## config.mk

```make
export PLATFORM = sky130hd
export DESIGN_NAME = vga_scan_reader
export DESIGN_NICKNAME = d
export VERILOG_FILES = /design/src/rtl/vga_scan_reader.sv
export SDC_FILE = /design/constraint.sdc
export NUM_CORES = 1
export LEC_CHECK = 0
export CORE_ASPECT_RATIO = 1.2
export CORE_MARGIN = 2
export CORE_UTILIZATION = 60
export CTS_CLUSTER_DIAMETER = 200
export CTS_CLUSTER_SIZE = 8
export DETAILED_ROUTE_END_ITERATION = 6
export DONT_BUFFER_PORTS = 1
export GPL_TIMING_DRIVEN = 0
export PLACE_DENSITY_LB_ADDON = 0.05
export SLEW_MARGIN = 0
export SYNTH_ARGS = -nofsm -noshare
export SYNTH_HDL_FRONTEND = slang
export SYNTH_SLANG_ARGS = --single-unit
```

## constraint.sdc

```tcl
create_clock -name Clock -period 4.2 [get_ports Clock]
set_input_delay 0.84 -clock Clock [delete_from_list [all_inputs] [get_ports Clock]]
set_output_delay 0.84 -clock Clock [all_outputs]
set_load 0.05 [all_outputs]
```

## src/rtl/vga_scan_reader.sv

```systemverilog
// vga_scan_reader: display-side scanner for the 3-bit RGB video memory.
// It divides the system clock down to the pixel rate and generates 640x480@60
// timing. It issues row-major linear read addresses for active pixels, then
// registers the returned colour together with the syncs of the same pixel.
//
// Pipeline per pixel tick:
//   stage 0: decode (hcount, vcount) into active/hsync/vsync and step the read address
//   stage 1: take memory data for the stage-0 pixel and drive syncs and colour
// oFrameStart pulses for one clock, together with oReadAddress returning to 0,
// on the tick that registers pixel (0,0) of a frame.
module vga_scan_reader #(
    parameter int H_ACTIVE = 640,
    parameter int H_FP     = 16,
    parameter int H_SYNC   = 96,
    parameter int H_BP     = 48,
    parameter int V_ACTIVE = 480,
    parameter int V_FP     = 10,
    parameter int V_SYNC   = 2,
    parameter int V_BP     = 33,
    parameter int CLK_DIV  = 2,
    parameter int ADDR_W   = 24
) (
    input  logic              Clock,
    input  logic              Reset,
    input  logic              iEnable,
    output logic [ADDR_W-1:0] oReadAddress,
    input  logic [2:0]        iReadData,
    output logic              oVGA_HSYNC,
    output logic              oVGA_VSYNC,
    output logic              oVGA_R,
    output logic              oVGA_G,
    output logic              oVGA_B,
    output logic              oFrameStart
);

    localparam int H_TOTAL   = H_ACTIVE + H_FP + H_SYNC + H_BP;
    localparam int V_TOTAL   = V_ACTIVE + V_FP + V_SYNC + V_BP;
    localparam int HS_START  = H_ACTIVE + H_FP;
    localparam int HS_END    = H_ACTIVE + H_FP + H_SYNC;
    localparam int VS_START  = V_ACTIVE + V_FP;
    localparam int VS_END    = V_ACTIVE + V_FP + V_SYNC;
    localparam int DIV_W     = (CLK_DIV > 1) ? $clog2(CLK_DIV) : 1;
    localparam int HCNT_W    = $clog2(H_TOTAL);
    localparam int VCNT_W    = $clog2(V_TOTAL);

    // Divider and raster counters
    logic [DIV_W-1:0]  div_q,    div_d;
    logic [HCNT_W-1:0] hcount_q, hcount_d;
    logic [VCNT_W-1:0] vcount_q, vcount_d;

    // Stage 0: decoded pixel attributes and read address
    logic              active0_q, active0_d;
    logic              hs0_q,     hs0_d;
    logic              vs0_q,     vs0_d;
    logic [ADDR_W-1:0] addr_q,    addr_d;

    // Stage 1: registered outputs
    logic              hsync_q,   hsync_d;
    logic              vsync_q,   vsync_d;
    logic [2:0]        rgb_q,     rgb_d;
    logic              fstart_q,  fstart_d;

    // Decode of the current raster position
    logic tick;
    logic h_last;
    logic v_last;
    logic active_now;
    logic hs_now;
    logic vs_now;
    logic frame_origin;

    assign tick         = (div_q == DIV_W'(CLK_DIV - 1));
    assign h_last       = (hcount_q == HCNT_W'(H_TOTAL - 1));
    assign v_last       = (vcount_q == VCNT_W'(V_TOTAL - 1));
    assign active_now   = (hcount_q < HCNT_W'(H_ACTIVE)) && (vcount_q < VCNT_W'(V_ACTIVE));
    assign hs_now       = !((hcount_q >= HCNT_W'(HS_START)) && (hcount_q < HCNT_W'(HS_END)));
    assign vs_now       = !((vcount_q >= VCNT_W'(VS_START)) && (vcount_q < VCNT_W'(VS_END)));
    assign frame_origin = (hcount_q == '0) && (vcount_q == '0);

    // Next-state: pixel divider and raster counters, cleared while disabled
    always_comb begin
        div_d    = div_q;
        hcount_d = hcount_q;
        vcount_d = vcount_q;
        if (!iEnable) begin
            div_d    = '0;
            hcount_d = '0;
            vcount_d = '0;
        end else if (tick) begin
            div_d = '0;
            if (h_last) begin
                hcount_d = '0;
                vcount_d = v_last ? '0 : vcount_q + VCNT_W'(1);
            end else begin
                hcount_d = hcount_q + HCNT_W'(1);
            end
        end else begin
            div_d = div_q + DIV_W'(1);
        end
    end

    // Next-state: two-stage pixel pipeline and frame-start pulse
    always_comb begin
        active0_d = active0_q;
        hs0_d     = hs0_q;
        vs0_d     = vs0_q;
        addr_d    = addr_q;
        hsync_d   = hsync_q;
        vsync_d   = vsync_q;
        rgb_d     = rgb_q;
        fstart_d  = 1'b0;
        if (!iEnable) begin
            active0_d = 1'b0;
            hs0_d     = 1'b1;
            vs0_d     = 1'b1;
            addr_d    = '0;
            hsync_d   = 1'b1;
            vsync_d   = 1'b1;
            rgb_d     = 3'b000;
        end else if (tick) begin
            // Active pixels are contiguous in memory, so the address only
            // needs an increment; the frame origin re-anchors it at 0.
            active0_d = active_now;
            hs0_d     = hs_now;
            vs0_d     = vs_now;
            if (active_now) begin
                addr_d = frame_origin ? '0 : addr_q + ADDR_W'(1);
            end
            // Memory data for the stage-0 pixel has had CLK_DIV clocks to settle.
            hsync_d   = hs0_q;
            vsync_d   = vs0_q;
            rgb_d     = active0_q ? iReadData : 3'b000;
            fstart_d  = frame_origin;
        end
    end

    // State registers with asynchronous reset
    always_ff @(posedge Clock or posedge Reset) begin
        if (Reset) begin
            div_q     <= '0;
            hcount_q  <= '0;
            vcount_q  <= '0;
            active0_q <= 1'b0;
            hs0_q     <= 1'b1;
            vs0_q     <= 1'b1;
            addr_q    <= '0;
            hsync_q   <= 1'b1;
            vsync_q   <= 1'b1;
            rgb_q     <= 3'b000;
            fstart_q  <= 1'b0;
        end else begin
            div_q     <= div_d;
            hcount_q  <= hcount_d;
            vcount_q  <= vcount_d;
            active0_q <= active0_d;
            hs0_q     <= hs0_d;
            vs0_q     <= vs0_d;
            addr_q    <= addr_d;
            hsync_q   <= hsync_d;
            vsync_q   <= vsync_d;
            rgb_q     <= rgb_d;
            fstart_q  <= fstart_d;
        end
    end

    assign oReadAddress = addr_q;
    assign oVGA_HSYNC   = hsync_q;
    assign oVGA_VSYNC   = vsync_q;
    assign oVGA_R       = rgb_q[2];
    assign oVGA_G       = rgb_q[1];
    assign oVGA_B       = rgb_q[0];
    assign oFrameStart  = fstart_q;

endmodule

```

### Word-level counts from Yosys, hierarchy flattened

Cells that the tools add are included.

| storage, ports and cells | value |
|---|---|
| input bits | 6 |
| flip-flop bits (word level) | 54 |
| logic and storage cells | 64 |
| output and inout bits | 30 |

| cells by class | value |
|---|---|
| eq/ne operators | 5 |
| $lt $le $gt $ge | 6 |
| reductions and logical operators | 10 |
| multiplexer cells | 28 |
| add/subtract/negate cells | 4 |

Operator list:

| cell | count |
|---|---|
| 24-bit two-way mux | 4 |
| 10-bit two-way mux | 7 |
| 24-bit by 1-bit adder with 24-bit output (second input constant) | 1 |
| 10-bit by 1-bit adder with 10-bit output (second input constant) | 2 |
| 10-bit == test (second input constant) | 2 |
| 10-bit logical NOT | 2 |
| 10-bit less-than comparator (second input constant) | 2 |
| 10-bit by 9-bit less-than comparator with 1-bit output (second input constant) | 2 |
| 1-bit two-way mux | 14 |
| 10-bit greater-or-equal comparator (second input constant) | 1 |
| 10-bit by 9-bit greater-or-equal comparator with 1-bit output (second input constant) | 1 |
| 3-bit two-way mux | 3 |
| 2-bit by 1-bit != test with 1-bit output (second input constant) | 3 |
| 1-bit logical AND | 4 |
| 2-bit AND reduction | 2 |
| 1-bit logical NOT | 2 |
| 1-bit adder (second input constant) | 1 |

### Longest topological paths before layout

| depth | value |
|---|---|
| depth in word-level cells | 6 |
| gate-level depth with buffers | 9 |
| depth with buffers taken out | 7 |

### Worst setup path before layout

No wires, ideal clock.

| path | value |
|---|---|
| path type | register -> register |
| from | register addr_q[0] (netlist: oReadAddress[0]) |
| to | register addr_q[14] (netlist: oReadAddress[14]) |
| data arrival time | 2.087 ns |
| setup time | 0.124 ns |
| clock period less this slack | 2.211 ns |
| data required time | 4.076 ns |
| path slack | 1.989 ns |
| stages on the path, launching flop included | 7 |
| cell sequence | dfrtp_1 > ha_1 > nand2_1 > nor4_2 > nand2_1 > and3_1 > a211o_1 |

| between the ends | value |
|---|---|
| longest elaborated chain between the ends | 5 |

RTL lines:

| what | line | RTL |
|---|---|---|
| start: declaration | 55 | `logic [ADDR_W-1:0] addr_q, addr_d;` |
| start signal: assignment | 158 | `addr_q <= addr_d;` |
| 24-bit by 1-bit adder with 24-bit output | 127 | `addr_d = frame_origin ? '0 : addr_q + ADDR_W'(1);` |
| 24-bit two-way mux | 127 |  |
| 24-bit two-way mux | 126 | `if (active_now) begin` |
| 24-bit two-way mux | 120 | `end else if (tick) begin` |
| 24-bit two-way mux | 112 | `if (!iEnable) begin` |

Every way passes these cells. The select of a mux whose other input is x is not followed.
A chain may end at the register's enable or synchronous reset.

### Worst setup path after layout

| path | value |
|---|---|
| from | register addr_q[2] (netlist: oReadAddress[2]) |
| to | register addr_q[19] (netlist: oReadAddress[19]) |

The elaborated chain is that of the path after synthesis.

==> impl_metrics.json <==
{
  "rows": 27,
  "setup_violations": 0,
  "synth_compound_area_share_pct": 16.55,
  "synth.avg_cell_area_um2": 8.996,
  "core_mm2": 0.004662,
  "critPathLaunchType": "flop",
  "synth_top_family_by_area": "simple AND/OR/NAND/NOR gates",
  "crit_path_frequent_cell": "nand4_1",
  "required_ns": 4.40,
  "area_growth_pct": 5.870,
  "hold_viol": 0,
  "drt_pass1_iterations": 4,
  "synth_top_cell_area_share_pct": 42.54,
  "endpoint_kind": "flop",
  "cts_tree": "done",
  "hpwlAfterDp_um": 4738,
  "synthAdderAreaFrac_pct": 2.127,
  "die_y_um": 80.70,
  "grt_pass1_wl_um": 11080,
  "numCtsBuffers": 5,
  "synthCells": 327,
  "ctsResizeCount": 0,
  "crit_path_cell_trace": "nand4_1, nor4_2, nand4_1, and3_1, a211o_1",
  "place.gp.congestion": 0.8496,
  "cts_setup_buffers": 0,
  "grt_pass1_vias": 2409,
  "synth_xor_area_share_pct": 1.786,
  "antenna_left": 0,
  "vias": 2498,
  "drive_above_1_share_pct": 6.866,
  "drc": 0,
  "start_util_pct": 63.10,
  "dr.first_iter.drc_count": 176,
  "max_freq_mhz": 383.8,
  "synth_area_leaders": "dfrtp_1 (43%), nand3_1 (5.4%), nand2_1 (4.1%)",
  "ir_worst_vdd_v": 0.0001743,
  "hold_ws_ns": 0.3658,
  "ios": 36,
  "synthTopCellsByCount": "dfrtp_1 (50), nand2_1 (32), nand3_1 (32)",
  "tightestPinTransition_ns": 0.7024,
  "placed_cells": 386,
  "pre_cts_slack_ns": 1.433,
  "fin_util_pct": 66.80,
  "syn_nets": 338,
  "final_nets": 346,
  "root_buffer": "clkbuf_8",
  "cpMaxStageDelayCell": "dfrtp_1",
  "die-area_mm2": 0.005481,
  "path_clk_slew_ns": 0.10,
  "cts_sinks": 54,
  "fin_ws_ns": 1.594,
  "min_path_type": "in2async",
  "groute.usage.overall_pct": 26.52,
  "finClkSkew_ns": 0.01902,
  "diodes": 0,
  "htree_num_levels": 2,
  "slew_headroom_pct": 52.79,
  "fp.dieW_um": 67.92,
  "crit_arrival_ns": 2.81,
  "grt_max_degree": 41,
  "io_buffers": 0,
  "async_flop_share_pct": 100.0,
  "rsz0062_at_grt": "false",
  "yosys.area.top_type": "dfrtp_1",
  "fin_crit_sh_pct": 62.04,
  "layout.cells.non_filler": 393,
  "drv_slew": 0,
  "cts_hold_buffers": 0,
  "yosysMostFrequentCell": "dfrtp_1",
  "yosysSeqAreaShare_pct": 46.11,
  "wirelength_um": 6584,
  "cpPeakStageDelay_ns": 0.75,
  "synth_flop_cell": "dfrtp_1",
  "overflow": 0,
  "path_max_fanout": 7,
  "clock_latency_ns": 0.31,
  "ys_types": 44,
  "syn-cell-area_mm2": 0.002942,
  "p_per_area_mw_per_mm2": 288.7,
  "reg2reg_from": "oReadAddress[2]$_DFFE_PP0P_",
  "period_needed_ns": 2.606,
  "yosysWarningCount": 0,
  "avgViaCountPerCell": 6.356,
  "leakagePower_nw": 1.321,
  "antenna_found_initial": 0,
  "synth-edff-count": 0,
  "synth-seq-cells": 54,
  "wl_per_cell_um": 16.75,
  "tns_ns": 0,
  "synth_mux_area_share_pct": 0.6806,
  "synth-simple-area-share_pct": 28.80,
  "crit_start": "oReadAddress[2]$_DFFE_PP0P_",
  "status": "finished, final reports clean",
  "critPathKind": "reg2reg",
  "cts_max_path_buffers": 2,
  "drv_cap": 0
}
## registers in the layout (all words and copies together), names as in the netlist
register      flops
active0_q         1
div_q             1
hcount_q         10
hs0_q             1
oFrameStart       1
oReadAddress     24
oVGA_HSYNC        1
oVGA_VSYNC        1
rgb_q             3
vcount_q         10
vs0_q             1
## report_power, final
part | switching [W] | total (W) | leakage, nW | internal [W]
logic | 0.0000557 | 0.0000808 | 0.549 | 0.0000251
registers | 0.0000156 | 0.000542 | 0.736 | 0.000526
clock network | 0.000162 | 0.000277 | 0.0373 | 0.000115
total | 0.000233 | 0.000899 | 1.32 | 0.000666
## area by class of cell
type | count | area (um^2)
buffer | 12 | 63.81
clock buffer | 6 | 72.57
clock inverter | 1 | 7.507
fill | 389 | 1548
inverter | 14 | 52.55
multi-input combinational | 247 | 1469
sequential | 54 | 1356
tap | 58 | 72.57
timing repair buffer | 1 | 20.02
## logic make-up after synthesis
family / after synthesis
and+or+nand+nor: 159
AOI/OAI and AO/OA: 75
DFF: 54
buffers and inverters: 26
xor gates and xnor gates: 6
adders and majority gates: 5
muxes: 2
## worst max-delay path: cells and delay by family (launching register included)
| family | cells | cell delay, ns |
|---|---|---|
| flops | 1 | 0.75 |
| compound gates | 1 | 0.23 |
| simple gates | 4 | 1.53 |
## final timing paths
check                                          endpoint  slack (ns)  depth (start not counted)
setup / recovery           oReadAddress[19]$_DFFE_PP0P_        1.59                          5
hold / removal             oReadAddress[21]$_DFFE_PP0P_        0.37                          1
setup reg to reg           oReadAddress[19]$_DFFE_PP0P_        1.59                          5
hold reg to reg                       vs0_q$_DFFE_PP1N_        0.51                          2
max in group asynchronous        oVGA_HSYNC$_DFFE_PP1N_        3.24                          2
min in group Clock                    vs0_q$_DFFE_PP1N_        0.51                          2
## stage by stage
step	power (W)	instance area, um^2
final	0.0008991	3114
after global routing	0.0009362	3114
after CTS	0.0009072	3114
after detailed placement	0.0006325	3034
after global placement	0.0006286	3014
after floorplan	0.0006102	2942
## per-layer routing
metal  GRT usage, %  up-vias  wire (um)
met1          31.23     1205       2704
met2          47.28       64       3449
li1               -     1220          -
met3          5.602        9        335
met5              0        -          0
met4          8.400        0         94
## layout by cell type (no fill, tap or decap), drive strengths merged, types with 2 or more instances in the layout
cell and n:
nand4 15, mux2i 2, inv 14, or4 2
nor4 2, o31ai 2, nand2 32, a22o 3
ha 5, dfstp 4, a31oi 12, a221o 3
nor2 25, and2 2, o21ai 18, buf 4
a21oi 20, o22ai 3, or3 5, dfrtp 50
nor4b 2, a41oi 2, nand3 32, clkbuf 15
and3 15, nor2b 2, a211o 5, nor3 12
xor2 6, nand2b 9
No activity file was read; power rests on OpenSTA's default activity.
